<file path="src/rtl/nnlut_arbiter.sv">
// Round-robin arbiter sharing one fixed-latency NN-LUT; grant->response is LUT_LAT+2 cycles.
// Grants are combinational one-hot-low; responses cannot be back-pressured.
module nnlut_arbiter #(
    parameter int NUM_REQ   = 4,
    parameter int X_WIDTH   = 8,
    parameter int RES_WIDTH = 41,
    parameter int LUT_LAT   = 2,
    parameter int ID_W      = $clog2(NUM_REQ)
) (
    input  logic                         clk_p,
    input  logic                         rst_n,
    input  logic [NUM_REQ-1:0]           req_valid_n,
    input  logic [NUM_REQ*X_WIDTH-1:0]   req_x,
    output logic [NUM_REQ-1:0]           req_ready_n,
    output logic [X_WIDTH-1:0]           lut_x,
    output logic                         lut_valid_n,
    input  logic [RES_WIDTH-1:0]         lut_res,
    input  logic                         lut_res_valid_n,
    output logic [RES_WIDTH-1:0]         rsp_data,
    output logic [NUM_REQ-1:0]           rsp_valid_n,
    input  logic                         flush_req,
    output logic                         flush_done,
    output logic                         err
);

    localparam int INF_W = $clog2(LUT_LAT + 3) + 1;

    localparam logic [1:0] ST_RUN   = 2'd0;
    localparam logic [1:0] ST_DRAIN = 2'd1;
    localparam logic [1:0] ST_DONE  = 2'd2;

    logic [1:0]                     state_q, state_d;
    logic [ID_W-1:0]                rr_ptr_q, rr_ptr_d;
    logic [INF_W-1:0]               inflight_q, inflight_d;
    logic [X_WIDTH-1:0]             lut_x_q, lut_x_d;
    logic                           lut_valid_n_q, lut_valid_n_d;
    logic [RES_WIDTH-1:0]           rsp_data_q, rsp_data_d;
    logic [NUM_REQ-1:0]             rsp_valid_n_q, rsp_valid_n_d;
    logic                           err_q, err_d;
    logic [LUT_LAT:0]               tag_vld_q, tag_vld_d;
    logic [LUT_LAT:0][ID_W-1:0]     tag_id_q, tag_id_d;

    logic            gnt_vld;
    logic [ID_W-1:0] gnt_id;
    logic [ID_W-1:0] cand;
    logic            fin_vld;
    logic [ID_W-1:0] fin_id;

    // Round-robin search starting just after the last granted requester.
    always_comb begin
        gnt_vld     = 1'b0;
        gnt_id      = '0;
        cand        = '0;
        req_ready_n = '1;
        if (state_q == ST_RUN) begin
            for (int k = 1; k <= NUM_REQ; k++) begin
                cand = ID_W'((int'(rr_ptr_q) + k) % NUM_REQ);
                if (!gnt_vld && !req_valid_n[cand]) begin
                    gnt_vld = 1'b1;
                    gnt_id  = cand;
                end
            end
            if (gnt_vld) begin
                req_ready_n[gnt_id] = 1'b0;
            end
        end
    end

    assign fin_vld = tag_vld_q[LUT_LAT];
    assign fin_id  = tag_id_q[LUT_LAT];

    always_comb begin
        lut_x_d       = lut_x_q;
        lut_valid_n_d = ~gnt_vld;
        if (gnt_vld) begin
            lut_x_d = req_x[gnt_id*X_WIDTH +: X_WIDTH];
        end

        tag_vld_d = {tag_vld_q[LUT_LAT-1:0], gnt_vld};
        tag_id_d  = {tag_id_q[LUT_LAT-1:0], gnt_id};

        rsp_data_d    = rsp_data_q;
        rsp_valid_n_d = '1;
        if (fin_vld && !lut_res_valid_n) begin
            rsp_data_d            = lut_res;
            rsp_valid_n_d[fin_id] = 1'b0;
        end

        // Spurious result or lost result; a lost one still retires its tag.
        err_d = err_q | (!fin_vld && !lut_res_valid_n) | (fin_vld && lut_res_valid_n);

        inflight_d = inflight_q + INF_W'(gnt_vld) - INF_W'(fin_vld);
        rr_ptr_d   = gnt_vld ? gnt_id : rr_ptr_q;

        state_d = state_q;
        case (state_q)
            ST_RUN:   if (flush_req) state_d = ST_DRAIN;
            ST_DRAIN: if (inflight_q == '0 && rsp_valid_n_q == '1) state_d = ST_DONE;
            ST_DONE:  if (!flush_req) state_d = ST_RUN;
            default:  state_d = ST_RUN;
        endcase
    end

    always_ff @(posedge clk_p or negedge rst_n) begin
        if (!rst_n) begin
            state_q       <= ST_RUN;
            rr_ptr_q      <= ID_W'(NUM_REQ - 1);
            inflight_q    <= '0;
            lut_x_q       <= '0;
            lut_valid_n_q <= 1'b1;
            rsp_data_q    <= '0;
            rsp_valid_n_q <= '1;
            err_q         <= 1'b0;
            tag_vld_q     <= '0;
            tag_id_q      <= '0;
        end else begin
            state_q       <= state_d;
            rr_ptr_q      <= rr_ptr_d;
            inflight_q    <= inflight_d;
            lut_x_q       <= lut_x_d;
            lut_valid_n_q <= lut_valid_n_d;
            rsp_data_q    <= rsp_data_d;
            rsp_valid_n_q <= rsp_valid_n_d;
            err_q         <= err_d;
            tag_vld_q     <= tag_vld_d;
            tag_id_q      <= tag_id_d;
        end
    end

    assign lut_x       = lut_x_q;
    assign lut_valid_n = lut_valid_n_q;
    assign rsp_data    = rsp_data_q;
    assign rsp_valid_n = rsp_valid_n_q;
    assign err         = err_q;
    assign flush_done  = (state_q == ST_DONE);

endmodule

</file>
<file path="config.mk">
export PLATFORM = sky130hd
export DESIGN_NAME = nnlut_arbiter
export DESIGN_NICKNAME = d
export VERILOG_FILES = /design/src/rtl/nnlut_arbiter.sv
export SDC_FILE = /design/constraint.sdc
export NUM_CORES = 1
export LEC_CHECK = 0
export BUFFER_PORTS_ARGS = -buffer_cell sky130_fd_sc_hd__clkbuf_2
export CAP_MARGIN = 15
export CORE_MARGIN = 2
export CORE_UTILIZATION = 30
export CTS_CLUSTER_DIAMETER = 40
export CTS_CLUSTER_SIZE = 28
export DETAILED_ROUTE_END_ITERATION = 12
export SLEW_MARGIN = 20
export SYNTH_ARGS = -nofsm -noshare
export SYNTH_HDL_FRONTEND = slang
export SYNTH_SLANG_ARGS = --single-unit
</file>
<file path="constraint.sdc">
create_clock -name clk_p -period 3.15 [get_ports clk_p]
set_clock_uncertainty 0.05 [all_clocks]
set_input_delay 0.1575 -clock clk_p [delete_from_list [all_inputs] [get_ports clk_p]]
set_output_delay 0.1575 -clock clk_p [all_outputs]
set_load 0.05 [all_outputs]
</file>
==> results of run 1 <==
flip-flops by register name, indices dropped and copies added, names as in the netlist:
name,flops
rsp_data,41
lut_x,8
inflight_q,4
rsp_valid_n,4
tag_id_d,4
tag_vld_q,3
fin_id,2
rr_ptr_q,2
state_q,2
err,1
lut_valid_n,1
power by group:
part,leakage [uW],internal (uW),switching [uW]
Combinational,0.00128,741,1740
Clock,0.0000920,362,340
Sequential,0.000862,1350,231
logic make-up after synthesis:
logic type               after synthesis
flip-flops                            72
multiplexers                          57
AND/OR/NAND/NOR                       36
AO/OA/AOI/OAI                         23
buffers and inverters                 17
adder cells (fa/ha/maj)                6
XOR/XNOR                               2
routing by layer:
layer  share of wire, %  track usage [%]
met3                5.9             4.26
met2                 51             23.1
met4                1.1             4.25
met5                  0                0
met1                 42             16.4
stage by stage:
stage	cell area [um^2]	setup WS (ns)	total power, uW
floorplan	3010	1.00	3450
global placement	3860	0.953	4000
detailed placement	3860	0.850	4050
CTS	4460	0.673	4810
global route	4470	0.521	5040
finish	4470	0.700	4760
layout make-up:
cell class	count	share of cell area, %
Clock buffer	10	2.86
Clock inverter	6	1.34
Multi-Input combinational cell	124	25.3
Inverter	11	0.924
Sequential cell	72	40.5
Tap cell	133	3.72
Timing Repair Buffer	183	25.3
repair_timing:
action,4_1_cts,5_1_grt
hold endpoints to repair,105,1
resized for setup,0,0
hold buffers,41,1
Yosys cell counts (2+ instances only):
cell type                  number
sky130_fd_sc_hd__buf_2          4
sky130_fd_sc_hd__nor2b_1        4
sky130_fd_sc_hd__o21ai_1        2
sky130_fd_sc_hd__nand3b_1       3
sky130_fd_sc_hd__inv_2          3
sky130_fd_sc_hd__dfstp_2        7
sky130_fd_sc_hd__mux2i_1       14
sky130_fd_sc_hd__dfrtp_1       65
sky130_fd_sc_hd__ha_1           5
sky130_fd_sc_hd__nand2_1       13
sky130_fd_sc_hd__mux2_2        41
sky130_fd_sc_hd__inv_1          8
sky130_fd_sc_hd__nand3_1        3
sky130_fd_sc_hd__o21ai_0        2
sky130_fd_sc_hd__nor2_1         4
sky130_fd_sc_hd__o221ai_1       7
sky130_fd_sc_hd__o21bai_1       2
sky130_fd_sc_hd__mux2_4         2
worst max-delay path: stages (launching register included):
cell	delay, ns
sky130_fd_sc_hd__dfstp_2	0.59
sky130_fd_sc_hd__mux2_4	0.32
sky130_fd_sc_hd__o22ai_2	0.28
sky130_fd_sc_hd__nor2_2	0.22
sky130_fd_sc_hd__or2_1	0.26
sky130_fd_sc_hd__clkbuf_2	0.23
worst paths after layout:
path | endpoint | slack [ns] | cells past startpoint
max | req_ready_n[1] | 0.70 | 5
min | rsp_data[7]$_DFFE_PN0P_ | 0.02 | 2
max reg2reg | inflight_q[2]$_DFF_PN0_ | 0.87 | 8
min reg2reg | tag_id_d[4]$_DFF_PN0_ | 0.30 | 0
max in group asynchronous | lut_x[3]$_DFFE_PN0P_ | 2.03 | 2
min in group asynchronous | err$_DFF_PN0_ | 0.42 | 2
==> results.md, run 1 <==
- The run finished with clean final reports.
- The count of routing violations after the opening detailed-route iteration is 48.
- The quantity of I/O buffers inserted on ports is 140.
- The post-synthesis net count is 300.
- The number of filler instances in the final layout is 930.
- The global-route congestion overflow total is 0.
- The die outline width is 104 um.
- The area of the core region is 9770 um^2.
- The peak clock frequency supported by timing is 408 MHz.
- Clock-pin slew was measured on the worst setup and hold paths at 0.07 ns.
- The worst setup path is launched from a flop.
- Once detail routing completed, the nets flagged for antenna violations numbered 0.
- Setup repair after global routing left no endpoint under its margin.
- The largest net degree at the start of global routing is 73.
- A synthesized cell averages 14.1 um^2.
- The synthesized design contains 72 register bits.
- The sequential cells in the finished layout cover a total of 1810 um^2.
- Yosys printed 0 warnings.
- The number of endpoints with negative hold slack in the final report is 0.
- Before antenna repair, the detailed router went through 4 iterations.
- In this run, synthesis inferred 0 flip-flops with an integrated enable.
- Summing every instance area after synthesis gives 3010 um^2.
- The multi-input combinational cells in the finished layout cover a total of 1130 um^2.
- Hold is met by 0.0203 ns.
- The floorplan step set the die height to 104 um.
- The multiplexer share of the synthesized area is 21.0%.
- IR analysis of the VDD net gives a maximum drop of 582 uV.
- Summing over every cut layer, the via total after detailed routing is 2354.
- The initial standard-cell utilization of the core is 30.8%.
- The post-route setup TNS is 0 ns.
- TritonCTS built the clock tree.
- For this design the static power due to leakage is 0.00223 uW.
- The synthesized-area fraction occupied by ao, oa, aoi and oai cells is 6.45%.
- The number of global-route vias before repair is 2461.
- For this run, the number of standard cells in the final layout without fillers is 539.
- The worst pin sits at a relative slew slack of 40.1%.
- Leaving out fill and tap cells, the most frequent cells in the layout are 139 x sky130_fd_sc_hd__clkbuf_2, 65 x sky130_fd_sc_hd__dfrtp_1, 42 x sky130_fd_sc_hd__dlygate4sd3_1.
- The final critical-path required period is 2.45 ns.
- Data on the critical path is required at its endpoint by 2.94 ns.
- In the final layout, the share of cells above drive strength 1 is 53.4%.
- For the pin with the worst max-slew slack, the measured transition is 0.898 ns.
- The tool flagged a number of max-cap violations equal to 0.
- The share of the cycle needed by the critical path after routing is 77.8%.
- The startpoint identified for the worst register-to-register timing path is state_q[0]$_DFFE_PN0P_.
- The maximum count of clock buffers along a single path is 2.
- The worst hold path class is in2reg.
- Including well taps, the total number of placed cells is 481.
- The count of unresolved DRC violations after routing is 0.
- For this design, the sink count on the clock tree is 72.
- The fraction of synthesized cell area taken by the top area cell type is 54.1%.
- In the final design database the tool counted 488 nets.
- The initial antenna violation count is 0.
- In the final routed layout, each cell accounts on average for 13.0 um.
- For this run, asynchronously set or reset flops after synthesis account for 100%.
- The die area is 10800 um^2.
- The H-tree was split into 3 levels.
- For the worst-skew pair, the clock arrives at the later sink with an insertion delay of 0.34 ns.
- The area growth from synthesis to layout is 48.6%.
- The source of the worst hold timing path is lut_res[7].
- The number of setup buffers added after CTS is 0.
- The kind of critical path is reg2out.
- Using the TritonRoute via totals, the vias-per-cell ratio works out to 4.37.
- The sequential element share of the synthesized area is 60.2%.
- After technology mapping, the gate count stands at 213.
- The worst setup path startpoint is rr_ptr_q[1]$_DFFE_PN1P_.
- The final count of pins violating max slew is 0.
- The number of antenna diodes is 0.
- Yosys attributes the largest share of cell area to sky130_fd_sc_hd__dfrtp_1 54%, sky130_fd_sc_hd__mux2_2 15%, sky130_fd_sc_hd__dfstp_2 6.1%, sky130_fd_sc_hd__mux2i_1 4.7%, sky130_fd_sc_hd__ha_1 2.1%.
- The top fanout value on the critical path is 11.
- The most common cell after layout, fill and taps aside is sky130_fd_sc_hd__clkbuf_2.
- The data arrival time of the worst path is 2.24 ns.
- The biggest area contributor in the post-synthesis netlist is sky130_fd_sc_hd__dfrtp_1.
- Of the total synthesized cell area, the portion taken by full adders, half adders and majority gates is 2.75%.
- By area, the combinational part of the netlist is dominated by multiplexers.
- Power spread over the standard cell area amounts to 1060 nW/um^2.
- Yosys mapped the design onto 42 distinct sky130hd cell types.
- The final wirelength is 6990 um.
- The congestion estimate from routability-driven global placement came to 0.725.
- Counting the buffers created by CTS gives 9.
- The simple-gate share of the synthesized area is 6.61%.
- The post-DP HPWL is 4780 um.
- The utilization after layout is 45.7%.
- The number of I/O pins is 141.
- The wire length of the first global-routing pass is 11900 um.
- The sort of element at the end of the critical path is an output pin.
- After floorplanning, the core was divided into 36 placement rows.
- Summing the areas of all xor and xnor instances in the mapped netlist gives 0.582% of the synthesized area.
- The overall track demand over capacity in global routing is 13.6%.
- The number of setup violations in the final report is 0.
- CTS placed an instance of sky130_fd_sc_hd__clkbuf_8 at the clock tree root.
- For this run, the leading register cell type out of synthesis is sky130_fd_sc_hd__dfrtp_1.
(Power assumes the default switching activity.)
==> inputs of run 2 (changes only) <==
Settings changed: ABC_AREA set to 1.
Clock period 3.15 ns to 2.4 ns, I/O delays scaled along.
==> results.md, run 2 <==
- After synthesis, the cell types taking the most area are sky130_fd_sc_hd__dfrtp_1 49%, sky130_fd_sc_hd__nand2_1 22%, sky130_fd_sc_hd__dfstp_2 5.5%, sky130_fd_sc_hd__nand3_1 4.8%, sky130_fd_sc_hd__inv_1 4.0%.
- The worst slew margin relative to its limit came to 40.0% (-0.099 points).
- The data arrival time of the worst path is 2.62 ns (+0.38 ns).
- The cell-internal power was 3850 uW (+57%).
- Timing would allow up to 409 MHz.
- The library cells used most frequently in the layout, excluding fill and tap cells, are 176 x sky130_fd_sc_hd__nand2_1, 135 x sky130_fd_sc_hd__clkbuf_2, 65 x sky130_fd_sc_hd__dfrtp_1.
- The number of max-cap violations is 0 (unchanged).
- The quantity of I/O buffers inserted on ports is 140 (unchanged).
- The cell count after synthesis is 408 (+92%).
- The combined area of all synthesized cells is 3340 um^2 (+11%).
- The routed length per placed instance is 12.8 um (-1.5%).
- The total of flip-flops plus latches after synthesis came to 72 (unchanged).
- The flip-flop count of the largest register, all copies and words added came to 41 (unchanged).
- The async set or reset register ratio after synthesis came to 100% (unchanged).
- The count of antenna-violating nets left after detailed routing is 0 (unchanged).
- In the post-synthesis netlist, the cell with the most instances is sky130_fd_sc_hd__nand2_1.
- The power density normalized to cell area is 1510 nW/um^2 (+42%).
- The number of setup violations in the final report came to 5 (+5).
- The overall via count from detail_route is 3398 (+44%).
- The die outline width was 110 um (+5.2%).
- The clock latency at the later pin of the worst-skew pair is 0.33 ns (about the same).
- Walking the worst path, the cells encountered are buf_12 -> nand2_2 -> nand2_4 -> nand2_2 -> nand2_2 -> nand3_2 -> o21ai_4 -> ha_4 -> inv_2 -> ha_4 -> inv_2 -> fa_2 -> inv_1.
- The total area of sequential cells was 1810 um^2 (unchanged).
- The warning count from the yosys run is 0 (unchanged).
- The chip height is 110 um (+5.2%).
- The count of routing violations after the opening detailed-route iteration is 210 (+340%).
- The fraction of synthesized cell area taken by the top area cell type was 48.7% (-5.4 points).
- The routability congestion estimate is 0.865 (+19%).
- The count of unresolved DRC violations after routing was 0 (unchanged).
- The count of different cell masters after synthesis is 30 (-29%).
- The setup path with the least slack is of type reg2reg.
- The die area was 12000 um^2 (+11%).
- The final wirelength is 9830 um (+41%).
- The post-detailed-route via-to-cell ratio is 4.41 (+1.0%).
- The area growth from synthesis to layout is 59.2%.
- The smallest hold slack is 0.0574 ns (+0.0371 ns).
- The number of filler instances in the final layout was 1007 (+8.3%).
- The final count of pins violating max slew is 0 (unchanged).
- The checks that failed: setup timing.
- The area of the core region is 10800 um^2 (+11%).
- The XOR/XNOR share of the synthesized area was 0.524% (-0.058 points).
- The total area of multi-input combinational cells is 1500 um^2 (+32%).
- The worst hold path class is in2reg.
- The number of flops mapped to enable cells by yosys is 0 (unchanged).
- The number of I/O pins is 141 (unchanged).
- TritonCTS built the clock tree.
- In the finished design, the share of the clock period the worst path needs comes to 102%.
- The multiplexer share of the synthesized area is 0% (-21 points).
- The largest net degree at the start of global routing is 73 (unchanged).
- The net switching power of the design is 4180 uW (+81%).
- The data required time of the worst path came to 2.58 ns (-0.36 ns).
- Setup repair after global routing could not meet its margin everywhere.
- The worst setup path is launched from a flop.
- The floorplan row count came to 38 (+5.6%).
- The top fanout value on the critical path is 5 (-6).
- The combinational share of power is 64.4% (+12 points).
- The part of the total power dissipated in the clock network is 9.9% (-4.9 points).
- The measured slew at the worst slew-check pin is 0.899 ns (+0.00148 ns).
- The most common cell after layout, fill and taps aside is sky130_fd_sc_hd__nand2_1.
- The run finished, with violations left.
- The initial antenna violation count is 0 (unchanged).
- The tree is rooted in a sky130_fd_sc_hd__clkbuf_8.
- The share of post-route cells with drive strength above 1 was 39.8% (-14 points).
- The number of antenna diodes came to 0 (unchanged).
- The sequential element share of the synthesized area came to 54.2% (-6.0 points).
- The commonest cells after synthesis are 198 x sky130_fd_sc_hd__nand2_1, 65 x sky130_fd_sc_hd__dfrtp_1, 36 x sky130_fd_sc_hd__inv_1, 32 x sky130_fd_sc_hd__nand3_1, 11 x sky130_fd_sc_hd__nand2_2.
- The maximum count of clock buffers along a single path is 2 (unchanged).
- Counting I/O delays and the setup requirement, the final critical path takes 2.44 ns.
- Summed over all instances, the cell type with the most area after synthesis is sky130_fd_sc_hd__dfrtp_1.
- The post-synthesis average cell area was 8.19 um^2 (-42%).
- The critical path's slowest cell is sky130_fd_sc_hd__dfstp_2.
- The initial standard-cell utilization of the core is 30.8% (+0.067 points).
- The detailed-routing iteration count for the pre-antenna-repair pass is 4 (unchanged).
- The leakage power summed over all cells is 0.00295 uW (+32%).
- The sequential fraction of design power is 25.7% (-7.5 points).
- The number of global-route vias before repair is 3314 (+35%).
- The fraction of the mapped netlist area in adder cells came to 2.47% (-0.28 points).
- The net switching share of the total power is 52.0% (+3.5 points).
- The final non-filler cell total is 770 (+43%).
- The register clock-pin slew on the reported worst setup and hold paths is 0.08 ns (about the same).
- The worst path setup slack after routing is -0.0430 ns (-0.743 ns).
- The final net count is 712 (+46%).
- The H-tree level count came to 3 (unchanged).
- The number of cells after detailed placement is 686 (+43%).
- The post-DP HPWL came to 6050 um (+27%).
- The number of buffers created by CTS is 9 (unchanged).
- The wire length of the first global-routing pass is 15100 um (+27%).
- The global-route congestion overflow total is 0 (unchanged).
- The post-synthesis net count is 495 (+65%).
- The simple-gate share of the synthesized area was 32.3% (+26 points).
- The worst-case vdd ir drop is 1020 uV (+75%).
- The synthesized-area fraction occupied by ao, oa, aoi and oai cells came to 3.52% (-2.9 points).
- The overall track demand over capacity in global routing is 16.1% (+2.5 points).
- The dominant combinational cell family by area after synthesis is simple AND/OR/NAND/NOR gates.
- The cell with the most instances on the worst path is sky130_fd_sc_hd__nand2_2.
- The sort of element at the end of the critical path is a flop.
- The number of clock sinks is 72 (unchanged).
- The critical path's largest stage delay is 0.58 ns (about the same).
- The number of endpoints with negative hold slack in the final report is 0 (unchanged).
- For this run, the leading register cell type out of synthesis is sky130_fd_sc_hd__dfrtp_1.
run 2: cell families after synthesis:
group	Yosys count
and+or+nand+nor	257
DFF	72
buffers and inverters	54
AOI/OAI and AO/OA	17
adders and majority gates	6
xor gates and xnor gates	2
run 2: worst paths after layout:
kind	startpoint	end	slack, ns	depth (start not counted)
setup / recovery	rr_ptr_q[0]$_DFFE_PN1P_	inflight_q[1]$_DFF_PN0_	-0.04	13
hold / removal	req_x[23]	lut_x[7]$_DFFE_PN0P_	0.06	5
setup reg to reg	rr_ptr_q[0]$_DFFE_PN1P_	inflight_q[1]$_DFF_PN0_	-0.04	13
hold reg to reg	tag_vld_q[0]$_DFF_PN0_	tag_vld_q[1]$_DFF_PN0_	0.30	0
max in group asynchronous	rst_n	inflight_q[2]$_DFF_PN0_	1.29	2
min in group asynchronous	rst_n	rsp_data[26]$_DFFE_PN0P_	0.43	2
run 2: cell type report:
cell class,count,share of cell area [%]
clock inverter,4,0.423
tap,140,3.29
timing repair buffer,218,28.3
multi-input combinational,282,28.2
clock buffer,12,2.54
inverter,42,3.27
sequential,72,34.0
run 2: per-layer routing:
layer	part of all wire (%)	global-route usage [%]	wire length (um)	vias to the layer above
met5	0	0	0	-
met1	40	18.6	3970	1548
met2	49	28.3	4860	139
met3	8.3	4.39	813	17
met4	2.0	6.24	192	0
li1	-	-	-	1694
run 2: power by group through the flow:
| stage | Sequential, uW | Clock [uW] | Combinational, uW |
|---|---|---|---|
| detailed placement | 2100 | 0 | 4250 |
| finish | 2070 | 796 | 5170 |
| floorplan | 3460 | 0 | 1860 |
| CTS | 2070 | 833 | 4650 |
| global placement | 2100 | 0 | 4190 |
| global route | 2130 | 907 | 5570 |
run 2: timing repair:
item | in CTS | in global routing
hold buffers | 49 | 0
cloned | 0 | 0
buffers inserted | 10 | 9
resized for setup | 21 | 37
endpoints found under the hold margin | 114 | 0
setup endpoints to repair | 5 | 14
pin swaps | 14 | 19
run 2: worst max-delay path: cells and delay by family, from the launching register on:
family,cells,cell delay [ns]
AOI/OAI and AO/OA,1,0.18
adders and majority gates,3,0.85
buffers and inverters,4,0.27
DFF,1,0.58
and+or+nand+nor,5,0.40
run 2: through the flow:
stage / worst slack [ns] / instance area [um^2] / TNS, ns / utilization [%] / total power [uW]
final: -0.0430 / 5320 / -0.129 / 49.1 / 8030
after global routing: -0.155 / 5320 / -0.958 / 49.1 / 8610
after CTS: -0.0408 / 5110 / -0.124 / 47.1 / 7550
after detailed placement: -0.0131 / 4290 / -0.0131 / 39.6 / 6350
after global placement: 0.0136 / 4290 / 0 / 39.6 / 6280
after floorplan: -0.0639 / 3400 / -0.0639 / - / 5320
==> inputs of run 3 (changes only) <==
Settings changed: SKIP_CTS_REPAIR_TIMING set to 1.
==> results.md, run 3 (synthesis results as in run 2) <==
- The initial standard-cell utilization of the core came to 30.8% (unchanged).
- The cell-internal power is 3670 uW (-4.6%).
- The count of routing violations after the opening detailed-route iteration is 228 (+8.6%).
- The library cell used most frequently in the layout, excluding fill and tap cells, is sky130_fd_sc_hd__nand2_1.
- The library cells used most frequently in the layout, excluding fill and tap cells, are 181 x sky130_fd_sc_hd__nand2_1, 135 x sky130_fd_sc_hd__clkbuf_2, 65 x sky130_fd_sc_hd__dfrtp_1.
- The TritonCTS clock tree is done.
- The number of buffers created by CTS is 9 (unchanged).
- The chip height is 110 um (unchanged).
- The net switching share of the total power came to 52.6% (+0.51 points).
- The clock latency at the later pin of the worst-skew pair is 0.34 ns (about the same).
- The routed length per placed instance is 12.3 um (-3.4%).
- The routed length on met2 is 4440 um (-8.7%).
- The count of antenna-violating nets left after detailed routing is 0 (unchanged).
- The total met3 wirelength after detailed routing is 802 um (-1.4%).
- The largest net degree at the start of global routing is 73 (unchanged).
- The net switching power of the design is 4070 uW (-2.6%).
- The top fanout value on the critical path was 10 (+5).
- The final reports fail on hold timing, setup timing.
- The die area is 12000 um^2 (unchanged).
- Setup repair after global routing could not meet its margin everywhere.
- The routability congestion estimate came to 0.865 (unchanged).
- The leakage power summed over all cells is 0.00287 uW (-2.6%).
- The combinational share of power is 63.1% (-1.3 points).
- The data arrival time of the worst path is 2.32 ns (-0.30 ns).
- The startpoint type of the worst setup path is a flop.
- The post-route setup TNS is -0.266 ns (-0.137 ns).
- The quantity of I/O buffers inserted on ports is 140 (unchanged).
- The H-tree level count is 3 (unchanged).
- The register clock-pin slew on the reported worst setup and hold paths is 0.07 ns (about the same).
- The worst slack at placement is -0.0131 ns (unchanged).
- The worst-case vdd ir drop was 790 uV (-22%).
- The worst path setup slack after routing came to -0.0926 ns (-0.0496 ns).
- The final wirelength is 9370 um (-4.7%).
- The sequential fraction of design power came to 26.6% (+0.9 points).
- The number of antenna diodes is 0 (unchanged).
- The final count of pins violating max slew is 0 (unchanged).
- The maximum count of clock buffers along a single path is 2 (unchanged).
- The overall track demand over capacity in global routing is 14.2% (-1.9 points).
- The number of cells after detailed placement was 686 (unchanged).
- The power density normalized to cell area is 1500 nW/um^2 (-0.67%).
- The floorplan row count is 38 (unchanged).
- The worst slew margin relative to its limit is 39.9% (-0.18 points).
- The number of setup violations in the final report was 5 (unchanged).
- The run finished, with violations left.
- The sort of element at the end of the critical path is an output pin.
- The number of I/O pins is 141 (unchanged).
- The number of global-route vias before repair came to 2938 (-11%).
- The smallest hold slack is -0.00338 ns (-0.0608 ns).
- The utilization after layout is 47.7% (-1.4 points).
- The flip-flop count of the largest register, all copies and words added is 41 (unchanged).
- The final design area excluding fillers was 5170 um^2 (-2.9%).
- The area growth from synthesis to layout is 54.6%.
- The highest metal layer used by the detailed router is met4.
- The worst hold path class is in2reg.
- The final non-filler cell total is 759 (-1.4%).
- The global-route congestion overflow total is 0 (unchanged).
- The die outline width was 110 um (unchanged).
- The area of the core region is 10800 um^2 (unchanged).
- The measured slew at the worst slew-check pin is 0.902 ns (+0.00265 ns).
- The overall via count from detail_route is 3289 (-3.2%).
- By startpoint and endpoint, the worst setup path is classified as reg2out.
- The data required time of the worst path is 2.23 ns (-0.35 ns).
- The post-DP HPWL is 6050 um (unchanged).
- The initial antenna violation count was 0 (unchanged).
- The detailed-routing iteration count for the pre-antenna-repair pass is 4 (unchanged).
- The post-detailed-route via-to-cell ratio is 4.33 (-1.8%).
- The peak clock frequency supported by timing is 401 MHz (-2.0%).
- The wire length of the first global-routing pass came to 13400 um (-11%).
- The count of unresolved DRC violations after routing is 0 (unchanged).
- The number of endpoints with negative hold slack in the final report came to 2 (+2).
- The root buffer selected by CTS is sky130_fd_sc_hd__clkbuf_8.
- The number of clock sinks is 72 (unchanged).
- The wire length the detailed router placed on met1 is 3970 um (about the same).
- The part of the total power dissipated in the clock network is 10.3% (+0.4 points).
- The final critical-path required period is 2.49 ns (+0.0496 ns).
- The number of max-cap violations is 0 (unchanged).
- The share of post-route cells with drive strength above 1 came to 37.8% (-2.0 points).
- The placement-stage cell area is 4290 um^2 (unchanged).
- The share of the cycle needed by the critical path after routing came to 104% (+2.1 points).
- The final net count is 701 (-1.5%).
[run 3: area by class of cell]
type / instances / area [um^2]
clock buffer: 12 / 135
clock inverter: 4 / 22.5
fill: 1028 / 5670
inverter: 42 / 179
multi-input combinational: 282 / 1460
sequential: 72 / 1810
tap: 140 / 175
timing repair buffer: 207 / 1380
[run 3: per-stage QoR]
step | hold slack [ns] | power, uW
6_report | -0.00338 | 7740
5_1_grt | 0.00225 | 8310
4_1_cts | -0.104 | 7170
3_5_place_dp | 0.268 | 6350
3_3_place_gp | 0.267 | 6280
2_1_floorplan | -0.226 | 5320
[run 3: metal layers]
metal	global-route usage, %	vias up
li1	-	1666
met4	5.70	0
met5	0	-
met1	18.0	1471
met2	22.7	138
met3	4.39	14
[run 3: worst paths after layout]
check / cells after the start / slack [ns] / start / to
max: 15 / -0.09 / rr_ptr_q[0]$_DFFE_PN1P_ / req_ready_n[1]
min: 3 / -0.003 / req_x[10] / lut_x[2]$_DFFE_PN0P_
max reg2reg: 13 / -0.02 / rr_ptr_q[0]$_DFFE_PN1P_ / inflight_q[1]$_DFF_PN0_
min reg2reg: 0 / 0.30 / tag_vld_q[0]$_DFF_PN0_ / tag_vld_q[1]$_DFF_PN0_
max in group asynchronous: 2 / 1.29 / rst_n / inflight_q[2]$_DFF_PN0_
min in group asynchronous: 2 / 0.43 / rst_n / rsp_data[26]$_DFFE_PN0P_
[run 3: critical path, stage by stage, from the launching register on]
cell                         delay, ns
sky130_fd_sc_hd__dfstp_2          0.56
sky130_fd_sc_hd__buf_12           0.14
sky130_fd_sc_hd__inv_12           0.05
sky130_fd_sc_hd__nand2_4          0.06
sky130_fd_sc_hd__nand2_4          0.06
sky130_fd_sc_hd__nand2_2          0.07
sky130_fd_sc_hd__nand2_2          0.06
sky130_fd_sc_hd__buf_6            0.13
sky130_fd_sc_hd__nand4_4          0.11
sky130_fd_sc_hd__nand2_2          0.07
sky130_fd_sc_hd__nand2_2          0.10
sky130_fd_sc_hd__nand2_4          0.08
sky130_fd_sc_hd__nand2_4          0.10
sky130_fd_sc_hd__clkinvlp_4       0.13
sky130_fd_sc_hd__nand2_2          0.10
sky130_fd_sc_hd__buf_8            0.14
[run 3: power by group through the flow]
stage,Combinational [uW],Sequential [uW],Clock (uW)
after floorplan,1860,3460,0
after global placement,4190,2100,0
after detailed placement,4250,2100,0
after CTS,4250,2090,833
after global routing,5280,2130,904
final,4890,2060,795
